<file path="config.mk">
export PLATFORM = sky130hd
export DESIGN_NAME = zigzag_decryption_nrail
export DESIGN_NICKNAME = d
export VERILOG_FILES = /design/src/rtl/zigzag_decryption_nrail.sv
export SDC_FILE = /design/constraint.sdc
export NUM_CORES = 1
export LEC_CHECK = 0
export ABC_AREA = 1
export BUFFER_PORTS_ARGS = -buffer_cell sky130_fd_sc_hd__buf_4
export CORE_ASPECT_RATIO = 1.25
export CORE_MARGIN = 2
export CORE_UTILIZATION = 45
export CTS_CLUSTER_DIAMETER = 120
export DETAILED_ROUTE_END_ITERATION = 10
export SYNTH_ARGS = -nofsm -noshare
export SYNTH_HDL_FRONTEND = slang
export SYNTH_SLANG_ARGS = --single-unit
export TNS_END_PERCENT = 10
</file>
<file path="constraint.sdc">
create_clock -name clk -period 8.9 [get_ports clk]
set_clock_uncertainty 0.15 [all_clocks]
set_input_delay 1.335 -clock clk [delete_from_list [all_inputs] [get_ports clk]]
set_output_delay 1.335 -clock clk [all_outputs]
set_load 0.005 [all_outputs]
</file>
<file path="src/rtl/zigzag_decryption_nrail.sv">
// -----------------------------------------------------------------------------
// zigzag_decryption_nrail
//
// Rail-fence (zigzag) decryptor for any rail count from 2 to MAX_KEY.
// Encrypted characters are buffered until the in-band start token arrives.
// The block then makes three passes over the message:
//   COUNT - walks the zigzag once to count how many characters land on each rail
//   SUM   - turns those counts into the start offset of each rail in the buffer
//   OUT   - walks the zigzag again, reading the next character of the current rail
// Keys outside 2..MAX_KEY decode as a single rail, which is plain passthrough.
//
// Ports
//   clk       system clock
//   rst       synchronous reset, active-high; aborts any operation in progress
//   data_i    encrypted character or start token
//   valid_i   data_i qualifier
//   key       rail count, sampled only on the token cycle
//   busy      high while a message is being decrypted; input is ignored meanwhile
//   data_o    decrypted character
//   valid_o   data_o qualifier
//   overflow  sticky flag: a character was dropped because the buffer was full
// -----------------------------------------------------------------------------
module zigzag_decryption_nrail #(
   parameter int                  D_WIDTH                = 8,
   parameter int                  KEY_WIDTH              = 16,
   parameter int                  MAX_NOF_CHARS          = 50,
   parameter int                  MAX_KEY                = 8,
   parameter logic [D_WIDTH-1:0]  START_DECRYPTION_TOKEN = 8'hFA
) (
   input  logic                 clk,
   input  logic                 rst,
   input  logic [D_WIDTH-1:0]   data_i,
   input  logic                 valid_i,
   input  logic [KEY_WIDTH-1:0] key,
   output logic                 busy,
   output logic [D_WIDTH-1:0]   data_o,
   output logic                 valid_o,
   output logic                 overflow
);

   localparam int CW = $clog2(MAX_NOF_CHARS + 1);
   localparam int AW = $clog2(MAX_NOF_CHARS);
   localparam int RW = $clog2(MAX_KEY);
   localparam int KW = $clog2(MAX_KEY + 1);

   typedef enum logic [1:0] {
      IDLE,
      COUNT,
      SUM,
      OUT
   } state_t;

   state_t              state_q;
   state_t              state_d;

   logic [D_WIDTH-1:0]  mem [MAX_NOF_CHARS];
   logic [CW-1:0]       len_q [MAX_KEY];
   logic [CW-1:0]       ptr_q [MAX_KEY];

   logic [CW-1:0]       n_q;
   logic [CW-1:0]       pos_q;
   logic [CW-1:0]       acc_q;
   logic [KW-1:0]       keff_q;
   logic [RW-1:0]       r_q;
   logic [RW-1:0]       r_d;
   logic [RW-1:0]       idx_q;
   logic                dir_q;
   logic                dir_d;

   // Next state plus the bouncing rail walk shared by COUNT and OUT.
   // dir 0 means walking down towards rail keff-1, dir 1 walking back up to 0.
   always_comb begin
      state_d = state_q;
      r_d     = r_q;
      dir_d   = dir_q;

      if (keff_q == KW'(1)) begin
         r_d   = '0;
         dir_d = 1'b0;
      end else if (!dir_q) begin
         if (KW'(r_q) == keff_q - KW'(1)) begin
            r_d   = r_q - RW'(1);
            dir_d = 1'b1;
         end else begin
            r_d = r_q + RW'(1);
         end
      end else begin
         if (r_q == '0) begin
            r_d   = r_q + RW'(1);
            dir_d = 1'b0;
         end else begin
            r_d = r_q - RW'(1);
         end
      end

      case (state_q)
         IDLE: begin
            if (valid_i && (data_i == START_DECRYPTION_TOKEN) && (n_q != '0)) begin
               state_d = COUNT;
            end
         end
         COUNT: begin
            if (pos_q == n_q - CW'(1)) begin
               state_d = SUM;
            end
         end
         SUM: begin
            if (KW'(idx_q) == keff_q - KW'(1)) begin
               state_d = OUT;
            end
         end
         OUT: begin
            // The cycle after the last character is spent clearing the outputs.
            if (pos_q == n_q) begin
               state_d = IDLE;
            end
         end
         default: state_d = IDLE;
      endcase
   end

   // State register and datapath; every output is driven from here.
   always_ff @(posedge clk) begin
      if (rst) begin
         state_q  <= IDLE;
         busy     <= 1'b0;
         valid_o  <= 1'b0;
         data_o   <= '0;
         overflow <= 1'b0;
         n_q      <= '0;
         pos_q    <= '0;
         acc_q    <= '0;
         keff_q   <= KW'(1);
         r_q      <= '0;
         idx_q    <= '0;
         dir_q    <= 1'b0;
      end else begin
         state_q <= state_d;
         case (state_q)
            IDLE: begin
               if (valid_i) begin
                  if (data_i == START_DECRYPTION_TOKEN) begin
                     // An empty buffer makes the token a no-op.
                     if (n_q != '0) begin
                        keff_q <= ((key >= KEY_WIDTH'(2)) && (key <= KEY_WIDTH'(MAX_KEY))) ?
                                  KW'(key) : KW'(1);
                        for (int i = 0; i < MAX_KEY; i++) begin
                           len_q[i] <= '0;
                        end
                        busy  <= 1'b1;
                        r_q   <= '0;
                        dir_q <= 1'b0;
                        pos_q <= '0;
                     end
                  end else if (n_q < CW'(MAX_NOF_CHARS)) begin
                     mem[n_q[AW-1:0]] <= data_i;
                     n_q              <= n_q + CW'(1);
                  end else begin
                     overflow <= 1'b1;
                  end
               end
            end

            COUNT: begin
               len_q[r_q] <= len_q[r_q] + CW'(1);
               r_q        <= r_d;
               dir_q      <= dir_d;
               pos_q      <= pos_q + CW'(1);
               if (pos_q == n_q - CW'(1)) begin
                  pos_q <= '0;
                  idx_q <= '0;
                  acc_q <= '0;
                  r_q   <= '0;
                  dir_q <= 1'b0;
               end
            end

            SUM: begin
               // Exclusive prefix sum: each rail starts where the previous ones end.
               ptr_q[idx_q] <= acc_q;
               acc_q        <= acc_q + len_q[idx_q];
               idx_q        <= idx_q + RW'(1);
            end

            OUT: begin
               if (pos_q < n_q) begin
                  data_o     <= mem[ptr_q[r_q][AW-1:0]];
                  valid_o    <= 1'b1;
                  ptr_q[r_q] <= ptr_q[r_q] + CW'(1);
                  r_q        <= r_d;
                  dir_q      <= dir_d;
                  pos_q      <= pos_q + CW'(1);
               end else begin
                  valid_o  <= 1'b0;
                  data_o   <= '0;
                  busy     <= 1'b0;
                  n_q      <= '0;
                  overflow <= 1'b0;
               end
            end

            default: ;
         endcase
      end
   end

endmodule
</file>
; Yosys cells after proc, flatten, opt, wreduce, memory -nomap -nowiden
; Memory sizes are Yosys's and may differ from the RTL's. A register that Yosys moved wholly into a read port is not among the register bits.
; Cells that the tools add are included.
[op_classes]
n_addsub = 10
n_eq_ne = 21
order_cmp = 4
mux = 85
reduce_logical = 18
[op_table]
columns = cell, count
row1 = 6-bit two-way mux, 12
row2 = 3-bit two-way mux, 18
row3 = 1-bit two-way mux, 40
row4 = "6-bit by 1-bit adder with 6-bit output, second input constant", 4
row5 = "2-bit != test, second input constant", 12
row6 = 6-bit case mux with 2 select lines, 2
row7 = 5-bit AND reduction, 4
row8 = 6-bit case mux with 3 select lines, 1
row9 = "16-bit by 2-bit greater-or-equal comparator with 1-bit output, second input constant", 1
row10 = "16-bit by 4-bit less-or-equal comparator with 1-bit output, second input constant", 1
row11 = 6-bit equality test, 2
row12 = 6-bit OR reduction, 2
row13 = 3-bit case mux with 3 select lines, 1
row14 = 3-bit by 4-bit equality test with 1-bit output, 2
row15 = "8-bit equality test, second input constant", 1
row16 = 2-bit two-way mux, 4
row17 = 8-bit two-way mux, 1
row18 = 2-bit case mux with 4 select lines, 1
row19 = 4-bit AND reduction, 2
row20 = "3-bit by 1-bit adder with 3-bit output, second input constant", 2
row21 = 6-bit adder, 1
row22 = 6-bit < comparator, 1
row23 = "6-bit < comparator, second input constant", 1
row24 = 3-bit case mux with 2 select lines, 1
row25 = 16 further kinds, 21
[word_totals]
ramBits = 496
in_bits = 27
output_inout_bits = 11
wordCells = 153
n_memories = 3
reg_bits = 42
[memory_table]
columns = memory, words, width, rd, rd_ports_with_merged_regs, wr, line
row1 = mem, 50, 8, 1, 0, 1, 56  ; logic [D_WIDTH-1:0] mem [MAX_NOF_CHARS];
row2 = len_q, 8, 6, 2, 2, 8, 57  ; logic [CW-1:0] len_q [MAX_KEY];
row3 = ptr_q, 8, 6, 1, 1, 1, 58  ; logic [CW-1:0] ptr_q [MAX_KEY];

; Logic depth before layout (Yosys ltp)
[depth]
word_depth = 9
ltp_mapped = 17
ltp_nobuf = 16

; Least setup slack after synthesis
; OpenSTA, ideal clock, no wires.
[synth_path]
path_type = input to register
start = input port data_i[5]
end = memory mem[48][0] (enable)
cell_stages = 8
t_arrival_ns = 2.808
setup_slack_ns = 5.559
setup_ns = 0.383
required_time_ns = 8.367
cell_sequence = nand4_1 > inv_1 > nand4_1 > nand3_1 > nor3_1 > clkbuf_1 > nand2_1 > nor3_1
[synth_via]
elab_chain_cells = 6
[synth_lines]
columns = element, line
row1 = from (decl), 32  ; input logic [D_WIDTH-1:0] data_i,
row2 = 8-bit equality test, 142  ; if (data_i == START_DECRYPTION_TOKEN) begin
row3 = 1-bit two-way mux, 142
row4 = 1-bit two-way mux, 141  ; if (valid_i) begin
row5 = 1-bit two-way mux, 139  ; case (state_q)
row6 = 1-bit two-way mux, 124  ; if (rst) begin
row7 = 1-bit two-way mux (implied by the code), 156  ; mem[n_q[AW-1:0]] <= data_i;
row8 = to (decl), 56
; Every way passes these cells.

==> results.cfg <==
[status]
status = completed

[worst_setup_path]
critPathBufInv = 4
crit_arrival_ns = 4.83
r2r_slack_ns = 4.47
cp-end-kind = flip-flop
crit_required_ns = 9.30
cp_max_fo = 87
cpLargestDelayFamily = simple AND/OR/NAND/NOR gates
crit_top_cell = nand3_1
crit_slowest_cell = buf_4
path_cells = buf_4, inv_4, nand2_1, nand3_1, nand3_4, nand2_8, clkinv_2, buf_4, nand2_1, nand3_1, nand3_1, nand3_1, nand3_1, nand3_1, nand2_1, a21oi_1
critical_path_class = flip-flop to flip-flop
startpoint_type = flip-flop
max_stage_delay_ns = 0.61

[yosys]
synth_ff_type = edfxtp_1
syn_avg_cell_area_um2 = 10.6
synth.area.top_cells = edfxtp_1, nand3_1, nand2_1
synth_top_area_share_pct = 61.9
ys_seq_area_share_pct = 65.9
synthArstFlopShare_pct = 0
synthesis.instances = 2263
yosys.area.top_type = edfxtp_1
yosysWarnings = 0
synth_edf_count = 496
synth.distinct_cells = 44
synth_seq_cells = 544
syn-cell-area_mm2 = 0.0241
synth_nets = 2318

[placed_design]
place_congestion = 0.882
place.port_buffers = 37
dp_hpwl_um = 38200

[final_layout]
area_growth_pct = 9.59
mostFrequentLayoutCells = edfxtp_1, nand2_1, nand3_1
nNetsFinal = 2303
antennaDiodeCount = 0
drive_gt1_share_pct = 6.98
final_common_cell = edfxtp_1

[global_routing]
grt_max_degree = 88
grt_pass1_vias = 16600
grt.overflow.total = 0
use_met3_pct = 3.00
grt_busiest_layer = met2
use_met1_pct = 28.7
antenna_found_initial = 1
grt_pass1_wl_um = 97200
grtUsageTotal_pct = 22.8
met2_usage_pct = 40.4

[timing]
setup_viol = 0
worst_pin_slew_ns = 1.21
slew_headroom_pct = 18.8
fin_crit_sh_pct = 49.8
fin_crit_ns = 4.43
rsz0062_at_grt = no
hold_viol_final = 0
hold_ws_ns = 0.332
tns_ns = 0
max_freq_mhz = 226
drv_slew = 0

[power_and_ir_drop]
pwr-share-seq_pct = 47.4
sw_frac_of_total_pct = 28.9
power.density_mw_per_mm2 = 234
power.switching_uw = 1780
p_int_uw = 4380
leakage_uw = 0.00955
clkPwrFrac_pct = 35.7
peakVddDrop_uv = 171
combPwrFrac_pct = 16.9
finalPower_uw = 6160

[floorplanning]
pin_count = 38
num_rows = 94
core_area_mm2 = 0.0527
die_y_um = 263
initial_core_util_pct = 45.7
fp.dieW_um = 211
dieArea_mm2 = 0.0553

[route]
drtPass1Iterations = 8
detail-route-antenna-nets = 0
drt_iter0_drc = 1535
via_count = 16700
post_drt_wl_per_cell_um = 21.1
drt-total-wl_um = 62600
post-route-drc-count = 0
avgViaCountPerCell = 5.63

[hold_path]
hp-class = flip-flop to flip-flop

[clock_tree]
cts_sinks = 544
cts_buffer_depth = 3
cts_buffers = 53
post_cts_buffers = 0
root_buffer = clkbuf_16
cts_resized = 0
ctsHtreeMaxLevel = 2
cts_tree = built
cts.clk_slew.worst_paths_ns = 0.06
clk_latency_ns = 0.61
hold_buffers = 0

[flow_run]
cap_violations = 0
cells in the mapped netlist (2+ instances only):
master,n
nor2_1,200
o21a_1,3
ha_1,27
nand4_1,7
nand2_1,456
a21oi_1,79
or2_2,4
buf_4,20
dfxtp_1,48
buf_6,8
o21ai_1,15
buf_2,51
clkbuf_1,34
inv_2,10
xor2_1,12
xnor2_1,9
nand3b_1,24
o21ai_2,4
nor3_1,9
a31oi_1,6
o22ai_1,8
nand3_2,3
nand2_2,2
edfxtp_1,496
nand3_1,453
buf_1,8
o211ai_1,5
a211oi_1,10
nor4_1,4
inv_1,124
o21ai_0,111
path summary, 6_finish.rpt:
path,cells after the start,to,startpoint
hold reg to reg,2,dir_q,dir_q
setup reg to reg,16,data_o[3],flip-flop
setup / recovery,16,data_o[3],flip-flop
hold / removal,2,dir_q,dir_q
power by group through the flow:
stage	Sequential, µW	Combinational [µW]	Clock [µW]
6_report	2920	1040	2200
4_1_cts	2920	1040	2230
3_5_place_dp	2970	1040	0
3_3_place_gp	2970	1020	0
2_1_floorplan	2940	712	0
5_1_grt	2930	1150	2330
tightest hold or removal path: cells and delay by family (launching register included):
family,cells,cell delay (ns)
AOI/OAI and AO/OA,1,0.06
DFF,1,0.32
and+or+nand+nor,1,0.06
sequential cells by signal (all words and copies together), names as in the netlist, 2 cells and up, named ones only:
name	flops
ptr_q	48
n_q	6
pos_q	6
keff_q	4
len_q	48
mem	400
r_q	3
data_o	8
idx_q	3
state_q	2
acc_q	6
through the flow:
step	util, %	area (µm²)	cells	setup slack [ns]
after global placement	46.9	24700	2865	4.24
final	50.0	26400	2964	4.47
after detailed placement	46.9	24700	2865	4.21
after global routing	50.0	26400	2964	4.10
after CTS	50.0	26400	2964	4.50
after floorplan	-	24100	2263	5.56
final cells by class:
| type | instances | area [µm²] |
|---|---|---|
| Sequential cell | 544 | 15900 |
| Multi-Input combinational cell | 1462 | 7090 |
| Clock inverter | 34 | 288 |
| Fill cell | 4734 | 26300 |
| Tap cell | 672 | 841 |
| Clock buffer | 65 | 1390 |
| Timing Repair Buffer | 51 | 383 |
| Inverter | 136 | 514 |
kinds of logic after synthesis:
group	Yosys count	synth area share (%)
compound gates	248	5.67
xor+xnor	23	0.900
fa+ha+maj	28	1.49
buf+inv	257	4.85
flops	544	65.9
simple gates	1163	21.2
routing by layer:
metal | share of wire, % | vias to the layer above | routed length [µm]
li1 | - | 7894 | -
met1 | 40 | 8207 | 25400
met2 | 51 | 483 | 32100
met3 | 5.1 | 105 | 3180
met4 | 3.1 | 2 | 1970
met5 | 0.014 | - | 9
(Power assumes the default switching activity.)
